==> config.mk <==
export PLATFORM = sky130hd
export DESIGN_NAME = fas_serial
export DESIGN_NICKNAME = d
export VERILOG_FILES = /design/src/rtl/fas_serial.sv
export SDC_FILE = /design/constraint.sdc
export NUM_CORES = 1
export LEC_CHECK = 0
export ABC_AREA = 0
export CAP_MARGIN = 20
export CORE_MARGIN = 5
export CORE_UTILIZATION = 35
export DETAILED_ROUTE_END_ITERATION = 8
export MAX_ROUTING_LAYER = met4
export PLACE_DENSITY = 0.67
export SYNTH_ARGS = -nofsm -noshare
export SYNTH_HDL_FRONTEND = slang
export SYNTH_SLANG_ARGS = --single-unit
==> constraint.sdc <==
create_clock -name clk -period 2.7 [get_ports clk]
set_input_delay 0.54 -clock clk [delete_from_list [all_inputs] [get_ports clk]]
set_output_delay 0.54 -clock clk [all_outputs]
set_load 0.02 [all_outputs]
==> src/rtl/fas_serial.sv <==
// fas_serial: digit-serial adder/subtractor with a start/busy/done handshake.
// Each clock passes DIGIT bits of the operands through a chain of DIGIT full
// adder/subtractor stages. A carry register links one clock to the next.
// A full operation takes N = WIDTH/DIGIT RUN cycles.
//
// Ports
//   clk     in   rising-edge clock
//   rst_n   in   asynchronous active-low reset
//   start   in   request; sampled only in IDLE and DONE
//   a, b    in   WIDTH-bit operands, captured on the accepting edge
//   a_ns    in   1 = a + b, 0 = a - b, captured on the accepting edge
//   busy    out  high while the operation is running
//   done    out  one-cycle pulse when result/cout/ovf are valid
//   result  out  WIDTH-bit sum or difference, held until the next completion
//   cout    out  final carry; for subtraction 1 means a >= b (unsigned)
//   ovf     out  two's-complement overflow
module fas_serial #(
  parameter int unsigned WIDTH = 8,
  parameter int unsigned DIGIT = 1
) (
  input  logic             clk,
  input  logic             rst_n,
  input  logic             start,
  input  logic [WIDTH-1:0] a,
  input  logic [WIDTH-1:0] b,
  input  logic             a_ns,
  output logic             busy,
  output logic             done,
  output logic [WIDTH-1:0] result,
  output logic             cout,
  output logic             ovf
);

  localparam int unsigned N  = WIDTH / DIGIT;
  localparam int unsigned CW = (N > 1) ? $clog2(N) : 1;

  // Reject parameter combinations that cannot form whole digits.
  generate
    if (WIDTH < 2 || DIGIT < 1 || (WIDTH % DIGIT) != 0) begin : g_param_err
      $error("fas_serial: WIDTH must be >= 2 and a multiple of DIGIT >= 1");
    end
  endgenerate

  typedef enum logic [1:0] {
    S_IDLE = 2'd0,
    S_RUN  = 2'd1,
    S_DONE = 2'd2
  } state_t;

  state_t state;
  state_t state_nxt;

  logic accept_c;
  logic step_c;
  logic last_c;

  logic [WIDTH-1:0] a_sr;
  logic [WIDTH-1:0] b_sr;
  logic [WIDTH-1:0] r_sr;
  logic             add_q;
  logic             carry;
  logic [CW-1:0]    cnt;

  logic [DIGIT-1:0] sum_c;
  logic             c_msb_in_c;
  logic             c_out_c;
  logic [WIDTH-1:0] r_next_c;

  // State register.
  always_ff @(posedge clk or negedge rst_n) begin
    if (!rst_n) begin
      state <= S_IDLE;
    end else begin
      state <= state_nxt;
    end
  end

  // Next-state and datapath control.
  always_comb begin
    state_nxt = state;
    accept_c  = 1'b0;
    step_c    = 1'b0;
    last_c    = 1'b0;
    case (state)
      S_IDLE: begin
        if (start) begin
          accept_c  = 1'b1;
          state_nxt = S_RUN;
        end
      end
      S_RUN: begin
        step_c = 1'b1;
        if (cnt == CW'(N - 1)) begin
          last_c    = 1'b1;
          state_nxt = S_DONE;
        end
      end
      S_DONE: begin
        // start here chains straight into the next operation.
        if (start) begin
          accept_c  = 1'b1;
          state_nxt = S_RUN;
        end else begin
          state_nxt = S_IDLE;
        end
      end
      default: begin
        state_nxt = S_IDLE;
      end
    endcase
  end

  // Ripple chain of DIGIT full adder/subtractor stages for the current digit.
  // The carry into the top stage is kept aside for the overflow flag.
  always_comb begin
    logic c;
    logic bp;
    sum_c      = '0;
    c_msb_in_c = 1'b0;
    c          = carry;
    bp         = 1'b0;
    for (int i = 0; i < int'(DIGIT); i++) begin
      bp       = add_q ? b_sr[i] : ~b_sr[i];
      sum_c[i] = a_sr[i] ^ bp ^ c;
      if (i == int'(DIGIT) - 1) begin
        c_msb_in_c = c;
      end
      c = (a_sr[i] & bp) | (a_sr[i] & c) | (bp & c);
    end
    c_out_c = c;
  end

  // New sum digit enters the result shift register from the top.
  assign r_next_c = (r_sr >> DIGIT) | (WIDTH'(sum_c) << (WIDTH - DIGIT));

  // Operand/result shift registers, carry and digit counter.
  always_ff @(posedge clk or negedge rst_n) begin
    if (!rst_n) begin
      a_sr  <= '0;
      b_sr  <= '0;
      r_sr  <= '0;
      add_q <= 1'b0;
      carry <= 1'b0;
      cnt   <= '0;
    end else if (accept_c) begin
      a_sr  <= a;
      b_sr  <= b;
      r_sr  <= '0;
      add_q <= a_ns;
      carry <= ~a_ns;
      cnt   <= '0;
    end else if (step_c) begin
      a_sr  <= a_sr >> DIGIT;
      b_sr  <= b_sr >> DIGIT;
      r_sr  <= r_next_c;
      carry <= c_out_c;
      cnt   <= cnt + CW'(1);
    end
  end

  // Visible outputs change only on the final digit edge.
  always_ff @(posedge clk or negedge rst_n) begin
    if (!rst_n) begin
      result <= '0;
      cout   <= 1'b0;
      ovf    <= 1'b0;
    end else if (last_c) begin
      result <= r_next_c;
      cout   <= c_out_c;
      ovf    <= c_msb_in_c ^ c_out_c;
    end
  end

  // Handshake flags registered from the next state.
  always_ff @(posedge clk or negedge rst_n) begin
    if (!rst_n) begin
      busy <= 1'b0;
      done <= 1'b0;
    end else begin
      busy <= (state_nxt == S_RUN);
      done <= (state_nxt == S_DONE);
    end
  end

endmodule

==> out/results.ini, run 1 <==
[worst_setup_path]
cpPeakStageDelay_ps = 750
crit_buf_inv = 0
worst_r2r_path_depth = 2
crit_end = result[4]
cp-start-kind = flop
r2r-end = result[4]
path_class = reg2reg
r2r-start = state[0]
cp.required_ps = 2880
cp_max_fo = 21
crit_cells = 2
cp-end-kind = flop
arrival_ps = 2060
cp_slowest_cell = dfrtp_1
crit_chain = nand3b_1 -> mux2_1
crit_family = flip-flops
cp-startpoint = state[0]
rrSetupSlack_ps = 820

[timing]
timing.hold.ws_ps = 375
tightest_slew_ps = 915
fin_worst_skew_ps = 2.07
rsz0062_at_grt = no
max_slew_margin = 0.390
period_share = 0.697
hold_viol = 0
tns_ps = 0
setup_viol = 0
fmax_mhz = 532
layout_min_cycle_time_ps = 1880
drv_slew = 0

[synth]
netlist_area_mm2 = 0.00185
ys_seq_elements = 42
synth-compound-area-share = 0.176
yosys.area_share.simple = 0.0446
ys_warn_count = 0
synthAdderAreaFrac = 0.0243
synth_fp_nets = 170
synth_cells = 147
syn_area_per_cell_um2 = 12.6
synth_xor_xnor_area_share = 0.00947
yosysSeqAreaShare = 0.568
synth_top_family_by_area = compound AO/OA/AOI/OAI gates
netlist-cell-type-count = 28
muxShareOfSynthArea = 0.118

[die]
die_w_um = 82.7
die_height_um = 82.7
boundaryPins = 32
initial_utilization = 0.362
design.die.area_mm2 = 0.00684
coreArea_mm2 = 0.00511
fp-row-count = 26

[global_routing]
grt_pass1_wl_mm = 5.84
overflow = 0
antenna_found_initial = 0
grt.total_usage = 0.117
grt_pass1_vias = 1253
grt_max_degree = 43

[job]
cap_violations = 0

[cells_and_area]
regArea_mm2 = 0.00105
nets = 201
syn_to_final_growth_pct = 24.7
diodes = 0
fill_cells = 498
drive_above_1_share = 0.201
multiInputGateArea_um2 = 689

[outcome]
status = finished, final reports clean

[route]
drt_iter0_markers = 47
drt_first_pass_iters = 4
dr_total_vias = 1167
routed_wl_mm = 3.36
wl_per_cell_um = 13.5
via_per_inst = 4.69
drc = 0
ant_nets = 0

[clock_tree]
clock-sinks = 42
cts_buffers = 5
insertion_delay_ps = 290
post_cts_buffers = 0
htreeDepth = 2
cts_resized = 0
path_clk_slew_ps = 80
root_buffer = clkbuf_8
cts_buffer_depth = 2
cts_tree = yes
ctsHoldBuffers = 0

[placement]
io_buffers = 31
dp_hpwl_mm = 2.36
place.gp.congestion = 0.762

[power_and_ir_drop]
p_switching_mw = 0.939
seq_power_share = 0.419
switching_share = 0.346
combPwrFrac = 0.399
p_clk_frac = 0.182
power_density_mw_per_mm2 = 1170
ir_drop_mv = 0.536
p_leak_nw = 1.02
intPower_mw = 1.77

[worst_hold_path]
hp-class = in2async

## Yosys cell counts
| cell | count | area, um^2 |
|---|---|---|
| a211oi_1 | 4 | 30.0 |
| a21o_1 | 1 | 7.51 |
| a21oi_1 | 4 | 20.0 |
| a21oi_2 | 10 | 87.6 |
| a22o_1 | 10 | 87.6 |
| and2b_1 | 1 | 7.51 |
| buf_2 | 4 | 20.0 |
| buf_4 | 2 | 15.0 |
| buf_6 | 2 | 22.5 |
| clkbuf_1 | 1 | 3.75 |
| dfrtp_1 | 42 | 1050 |
| fa_1 | 1 | 20.0 |
| ha_1 | 2 | 25.0 |
| inv_1 | 13 | 48.8 |
| mux2_1 | 1 | 11.3 |
| mux2_2 | 14 | 158 |
| mux2i_1 | 5 | 50.1 |
| nand2_1 | 3 | 11.3 |
| nand2b_1 | 1 | 6.26 |
| nand2b_4 | 1 | 13.8 |
| nand3_1 | 1 | 5.00 |
| nand3b_1 | 1 | 7.51 |
| nor2_2 | 1 | 6.26 |
| nor2b_1 | 4 | 25.0 |
| o21ai_0 | 5 | 25.0 |
| o21ai_1 | 1 | 5.00 |
| o22ai_1 | 10 | 62.6 |
| xnor2_1 | 2 | 17.5 |
## power by group through the flow
stage	logic, mW	clock network (mW)	registers (mW)
floorplan	0.745	0	1.17
global placement	1.07	0	1.14
detailed placement	1.10	0	1.15
CTS	1.10	0.503	1.14
global route	1.20	0.532	1.18
finish	1.08	0.492	1.14
## final cells by class
class	instances	share of cell area
clock buffer	6	0.0315
sequential	42	0.456
inverter	13	0.0211
clock inverter	2	0.0163
timing repair buffer	33	0.139
tap	70	0.0380
multi-input combinational	83	0.299
## layer usage
layer,wire [um],global-route usage,part of all wire,vias to the layer above
li1,-,-,-,580
met1,1700,0.162,0.51,553
met2,1440,0.166,0.43,30
met3,186,0.0347,0.055,4
met4,26,0.0343,0.0077,0
met5,0,-,0,-
## sequential cells by signal, summed over array words and instances, names as in the netlist
register / flops
add_q: 1
c_msb_in_c: 1
state: 2
r_sr: 7
cout: 1
result: 8
done: 1
b_sr: 8
a_sr: 8
cnt: 3
ovf: 1
busy: 1
## metrics by stage
| stage | instance area [um^2] | instances | setup slack [ps] | util | power (mW) |
|---|---|---|---|---|---|
| after CTS | 2310 | 249 | 793 | 0.452 | 2.74 |
| after detailed placement | 2200 | 241 | 759 | 0.430 | 2.25 |
| final | 2310 | 249 | 819 | 0.452 | 2.71 |
| after floorplan | 1850 | 147 | 1130 | - | 1.91 |
| after global placement | 2200 | 241 | 802 | 0.430 | 2.21 |
| after global routing | 2310 | 249 | 644 | 0.452 | 2.91 |
## kinds of logic (layout without fill, tap and decap cells)
| kind of cell | Yosys count | after routing |
|---|---|---|
| AO/OA/AOI/OAI | 45 | 45 |
| XOR/XNOR | 2 | 2 |
| adder cells (fa/ha/maj) | 3 | 3 |
| buffers and inverters | 22 | 54 |
| flip-flops | 42 | 42 |
| multiplexers | 20 | 20 |
| AND/OR/NAND/NOR | 13 | 13 |
## cell usage in the layout, fill, tap and decap left out, drive strengths merged, types with 2 or more instances in the layout
cell type / count
dfrtp: 42
clkdlybuf4s50: 30
mux2: 15
a21oi: 14
inv: 13
o22ai: 10
a22o: 10
o21ai: 6
clkbuf: 6
mux2i: 5
nor2b: 4
a211oi: 4
nand2: 3
buf: 3
xnor2: 2
ha: 2
nand2b: 2
## worst min-delay path by stage
stage	end	depth (start not counted)
finish	result[5]	1
CTS	result[3]	1
global route	r_sr[5]	1
global placement	ovf	2
floorplan	a_sr[0]	0
detailed placement	ovf	2
(Power assumes the default switching activity.)
==> inputs of run 2 (changes only) <==
clock period = 1.95 ns   (was 2.7 ns; I/O delays follow)
==> out/results.ini, run 2 (synthesized netlist as in run 1, its figures left out) <==
[outcome]
status = finished, final reports clean

[cells_and_area]
final_common_cell = dfrtp_1
syn_to_final_growth_pct = 25.6
diodes = 0  ; unchanged
fill_cells = 506  ; +1.6%
reg.largest.list = a_sr (8), b_sr (8), result (8)
regArea_mm2 = 0.00105  ; unchanged
drive_above_1_share = 0.213  ; +0.0120
nets = 206  ; +2.5%
final_cell_mix = 42 x dfrtp_1, 30 x clkdlybuf4s50_1, 14 x mux2_2
multiInputGateArea_um2 = 689  ; unchanged

[power_and_ir_drop]
power_mw = 3.64  ; +34%
combPwrFrac = 0.430  ; +0.031
intPower_mw = 2.35  ; +33%
power_density_mw_per_mm2 = 1570  ; +33%
p_switching_mw = 1.28  ; +37%
switching_share = 0.353  ; +0.00623
p_leak_nw = 1.03  ; +1.4%
ir_drop_mv = 0.496  ; -7.3%
seq_power_share = 0.427  ; +0.008
p_clk_frac = 0.142  ; -0.040

[clock_tree]
ctsHoldBuffers = 0  ; unchanged
clock-sinks = 42  ; unchanged
cts_buffer_depth = 2  ; unchanged
root_buffer = clkbuf_8
cts_tree = yes
post_cts_buffers = 0  ; unchanged
insertion_delay_ps = 290  ; about the same
cts_resized = 0  ; unchanged
path_clk_slew_ps = 80  ; about the same
cts_buffers = 5  ; unchanged
htreeDepth = 2  ; unchanged

[worst_setup_path]
cpPeakStageDelay_ps = 400  ; -350 ps
crit_family = adder cells
crit_buf_inv = 1  ; +1
path_class = reg2reg
cp-start-kind = flop
cp-end-kind = flop
critical_path.most_common_cell = ha_1
cp_slowest_cell = dfrtp_1
cp_max_fo = 12  ; -43%
arrival_ps = 1820  ; -240 ps
cp.required_ps = 2120  ; -760 ps
crit_chain = ha_1 -> ha_1 -> nand3b_1 -> buf_4 -> mux2_2

[global_routing]
grt.total_usage = 0.121  ; +0.00439
grt_util_met2 = 0.168  ; +0.00240
grt_max_degree = 31  ; -28%
use_met1 = 0.162  ; about the same
grt_pass1_vias = 1242  ; -0.88%
grt_pass1_wl_mm = 5.96  ; +2.0%
busiest_layer = met2
antenna_found_initial = 0  ; unchanged
overflow = 0  ; unchanged
use_met3 = 0.0488  ; +0.0141

[timing]
layout_min_cycle_time_ps = 1640  ; -239 ps
hold_viol = 0  ; unchanged
fmax_mhz = 609  ; +15%
tightest_slew_ps = 639  ; -276 ps
finalWorstSetupSlack_ps = 308  ; -511 ps
timing.hold.ws_ps = 118  ; -257 ps
fin_worst_skew_ps = 9.47  ; +7.39 ps
tns_ps = 0  ; unchanged
rsz0062_at_grt = no
max_slew_margin = 0.574  ; +0.184
drv_slew = 0  ; unchanged
period_share = 0.842  ; +0.145
setup_viol = 0  ; unchanged

[die]
die_height_um = 82.7  ; unchanged
die_w_um = 82.7  ; unchanged
initial_utilization = 0.362  ; unchanged
boundaryPins = 32  ; unchanged
design.die.area_mm2 = 0.00684  ; unchanged
coreArea_mm2 = 0.00511  ; unchanged
fp-row-count = 26  ; unchanged

[worst_hold_path]
hp-class = in2async

[job]
cap_violations = 0  ; unchanged

[route]
routed_wl_mm = 3.42  ; +1.6%
ant_nets = 0  ; unchanged
dr_total_vias = 1197  ; +2.6%
via_per_inst = 4.73  ; +0.95%
wl_per_cell_um = 13.5  ; about the same
drt_first_pass_iters = 4  ; unchanged
drc = 0  ; unchanged
drt_iter0_markers = 42  ; -11%

[placement]
dp_hpwl_mm = 2.46  ; +4.2%
place.gp.congestion = 0.752  ; -1.3%
io_buffers = 31  ; unchanged
post-place-ws_ps = 230  ; -530 ps

## run 2: cell types whose count changed in the layout (fill, tap and decap cells not counted)
cell | previous run | this run
bufinv_16 | 1 | 0
buf_4 | 2 | 6
clkbuf_1 | 1 | 2
clkinvlp_4 | 1 | 0
buf_12 | 0 | 1
## run 2: power by group through the flow
stage          registers [mW]  clock network (mW)  logic (mW)
2_1_floorplan            1.62                   0        1.03
3_3_place_gp             1.57                   0        1.54
3_5_place_dp             1.57                   0        1.58
4_1_cts                  1.56               0.532        1.59
5_1_grt                  1.62               0.569        1.74
6_report                 1.55               0.517        1.57
## run 2: worst reg2reg max path, cell delays in order, from the launching register on
cell and delay [ps]:
dfrtp_1 400, ha_1 200, ha_1 230, nand3b_1 130
buf_4 220, mux2_2 350
## run 2: area by class of cell
type,instances,area share
Clock buffer,7,0.0328
Timing Repair Buffer,38,0.159
Sequential cell,42,0.452
Tap cell,70,0.0377
Multi-Input combinational cell,83,0.297
Inverter,13,0.0210
## run 2: final timing paths
check                       start   endpoint  slack (ps)  cells after the start
min in group clk              ovf        ovf         480                      2
hold reg to reg               ovf        ovf         480                      2
setup reg to reg           cnt[0]  result[7]         310                      5
max in group asynchronous   rst_n    r_sr[1]        1270                      2
hold / removal              rst_n   state[0]         120                      1
setup / recovery           cnt[0]  result[7]         310                      5
## run 2: routing by layer
layer / part of all wire / wire (um) / vias to the layer above
li1: - / - / 590
met2: 0.43 / 1480 / 33
met3: 0.076 / 259 / 2
met1: 0.49 / 1660 / 572
met4: 0.0050 / 17 / 0
met5: 0 / 0 / -
## run 2: per-stage QoR
| step | std cells | utilization | instance area [um^2] |
|---|---|---|---|
| after floorplan | 147 | - | 1850 |
| after global placement | 246 | 0.440 | 2250 |
| after detailed placement | 246 | 0.440 | 2250 |
| after CTS | 253 | 0.455 | 2320 |
| after global routing | 253 | 0.455 | 2320 |
| final | 253 | 0.455 | 2320 |
==> inputs of run 3 (changes only) <==
clock period = 1.67 ns   (was 1.95 ns; I/O delays follow)
==> out/results.ini, run 3 (synthesized netlist as in run 1, its figures left out) <==
[cells_and_area]
multiInputGateArea_um2 = 689  ; unchanged
nets = 207  ; +0.49%
drive_above_1_share = 0.232  ; +0.0193
final_core_util = 0.469  ; +0.0137
fill_cells = 463  ; -8.5%
design_area_mm2 = 0.00239  ; +3.0%
final_common_cell = dfrtp_1
final_cell_mix = 42 x dfrtp_1, 30 x clkdlybuf4s50_1, 14 x mux2_2
diodes = 0  ; unchanged
regArea_mm2 = 0.00105  ; unchanged
reg.largest.list = a_sr (8), b_sr (8), result (8)
syn_to_final_growth_pct = 29.3

[timing]
layout_min_cycle_time_ps = 1610
rsz0062_at_grt = no
drv_slew = 0  ; unchanged
fmax_mhz = 622
setup_viol = 0  ; unchanged
period_share = 0.962
max_slew_margin = 0.659  ; +0.0844
fin_worst_skew_ps = 4.59  ; -4.87 ps
hold_viol = 0  ; unchanged
tightest_slew_ps = 512  ; -127 ps
tns_ps = 0  ; unchanged

[placement]
io_buffers = 31  ; unchanged
placed_area_mm2 = 0.00228  ; +1.4%
place.gp.congestion = 0.745  ; -0.90%
dp_hpwl_mm = 2.39  ; -2.8%

[worst_setup_path]
crit_buf_inv = 1  ; unchanged
arrival_ps = 1270  ; -550 ps
cp-end-kind = primary output
cp_max_fo = 2  ; -10
cp-start-kind = flop
cp_slowest_cell = clkdlybuf4s50_1
cpPeakStageDelay_ps = 610  ; +210 ps
crit_chain = clkdlybuf4s50_1
path_class = reg2out
crit_family = buffers and inverters
cp.required_ps = 1340  ; -780 ps

[power_and_ir_drop]
ir_drop_mv = 0.657  ; +32%
power_mw = 4.46  ; +23%
p_leak_nw = 1.06  ; +2.7%
power_density_mw_per_mm2 = 1860  ; +19%

[route]
routed_wl_mm = 3.27  ; -4.4%
drt_first_pass_iters = 4  ; unchanged
drt_iter0_markers = 40  ; -4.8%
dr_total_vias = 1188  ; -0.75%
wl_per_cell_um = 12.8  ; -5.1%
via_per_inst = 4.66  ; -1.5%
ant_nets = 0  ; unchanged
drc = 0  ; unchanged

[die]
coreArea_mm2 = 0.00511  ; unchanged
design.die.area_mm2 = 0.00684  ; unchanged
fp-row-count = 26  ; unchanged
initial_utilization = 0.362  ; unchanged
boundaryPins = 32  ; unchanged
die_height_um = 82.7  ; unchanged
die_w_um = 82.7  ; unchanged

[global_routing]
use_met1 = 0.158  ; -0.00376
busiest_layer = met2
overflow = 0  ; unchanged
use_met3 = 0.0325  ; -0.0163
grt_util_met2 = 0.159  ; -0.00881
grt_max_degree = 43  ; +39%
antenna_found_initial = 0  ; unchanged
grt_pass1_vias = 1237  ; -0.40%
grt_pass1_wl_mm = 5.66  ; -5.0%
grt.total_usage = 0.114  ; -0.00740

[clock_tree]
cts_resized = 0  ; unchanged
path_clk_slew_ps = 80  ; about the same
post_cts_buffers = 0  ; unchanged
clock-sinks = 42  ; unchanged
cts_buffer_depth = 2  ; unchanged
cts_buffers = 5  ; unchanged
htreeDepth = 2  ; unchanged
insertion_delay_ps = 290  ; about the same
ctsHoldBuffers = 0  ; unchanged
root_buffer = clkbuf_8
cts_tree = yes

[outcome]
status = finished, final reports clean

[job]
cap_violations = 0  ; unchanged

[worst_hold_path]
hp-class = in2async

run 3: cell types whose count changed in the layout (fill, tap and decap cells not counted):
cell / change
buf_12: +2
clkbuf_1: -2
buf_4: -1
bufinv_16: +1
clkinvlp_4: +2
run 3: routing by layer:
layer / vias up / wire length (um)
met5: - / 0
met4: 0 / 29
met3: 3 / 222
met2: 38 / 1390
met1: 552 / 1630
li1: 595 / -
run 3: cell type report:
cell class | instances | share of cell area
Multi-Input combinational cell | 83 | 0.288
Timing Repair Buffer | 39 | 0.168
Clock inverter | 3 | 0.0188
Clock buffer | 5 | 0.0288
Inverter | 13 | 0.0204
Tap cell | 70 | 0.0366
Sequential cell | 42 | 0.439
run 3: final timing paths:
path / from / slack [ps] / cells past startpoint / to
worst max-delay path: result[7] / 60 / 1 / result[7]
worst min-delay path: rst_n / 90 / 2 / result[5]
worst max register to register: cnt[0] / 110 / 5 / result[7]
worst min register to register: ovf / 480 / 2 / ovf
max in group asynchronous: rst_n / 1220 / 2 / b_sr[0]
min in group clk: ovf / 480 / 2 / ovf
run 3: worst reg2reg max path, delay by kind of cell (launching register included):
family        cells  cell delay, ps
fa+ha+maj         2             410
mux               1             330
simple gates      1             160
flops             1             400
buf+inv           1             150
run 3: per-stage QoR:
| stage | setup WS (ps) | hold WS, ps | cells |
|---|---|---|---|
| 2_1_floorplan | 101 | 38.4 | 147 |
| 3_3_place_gp | 49.3 | 432 | 247 |
| 3_5_place_dp | 26.4 | 432 | 247 |
| 4_1_cts | 45.5 | 103 | 255 |
| 5_1_grt | 16.7 | 134 | 255 |
| 6_report | 62.9 | 92.9 | 255 |
run 3: power breakdown:
part           internal [mW]  switching (mW)  leakage, nW  total [mW]
combinational           1.01           0.861        0.499        1.87
clock                  0.444           0.353       0.0504       0.797
sequential              1.48           0.307        0.511        1.79
total                   2.94            1.52         1.06        4.46
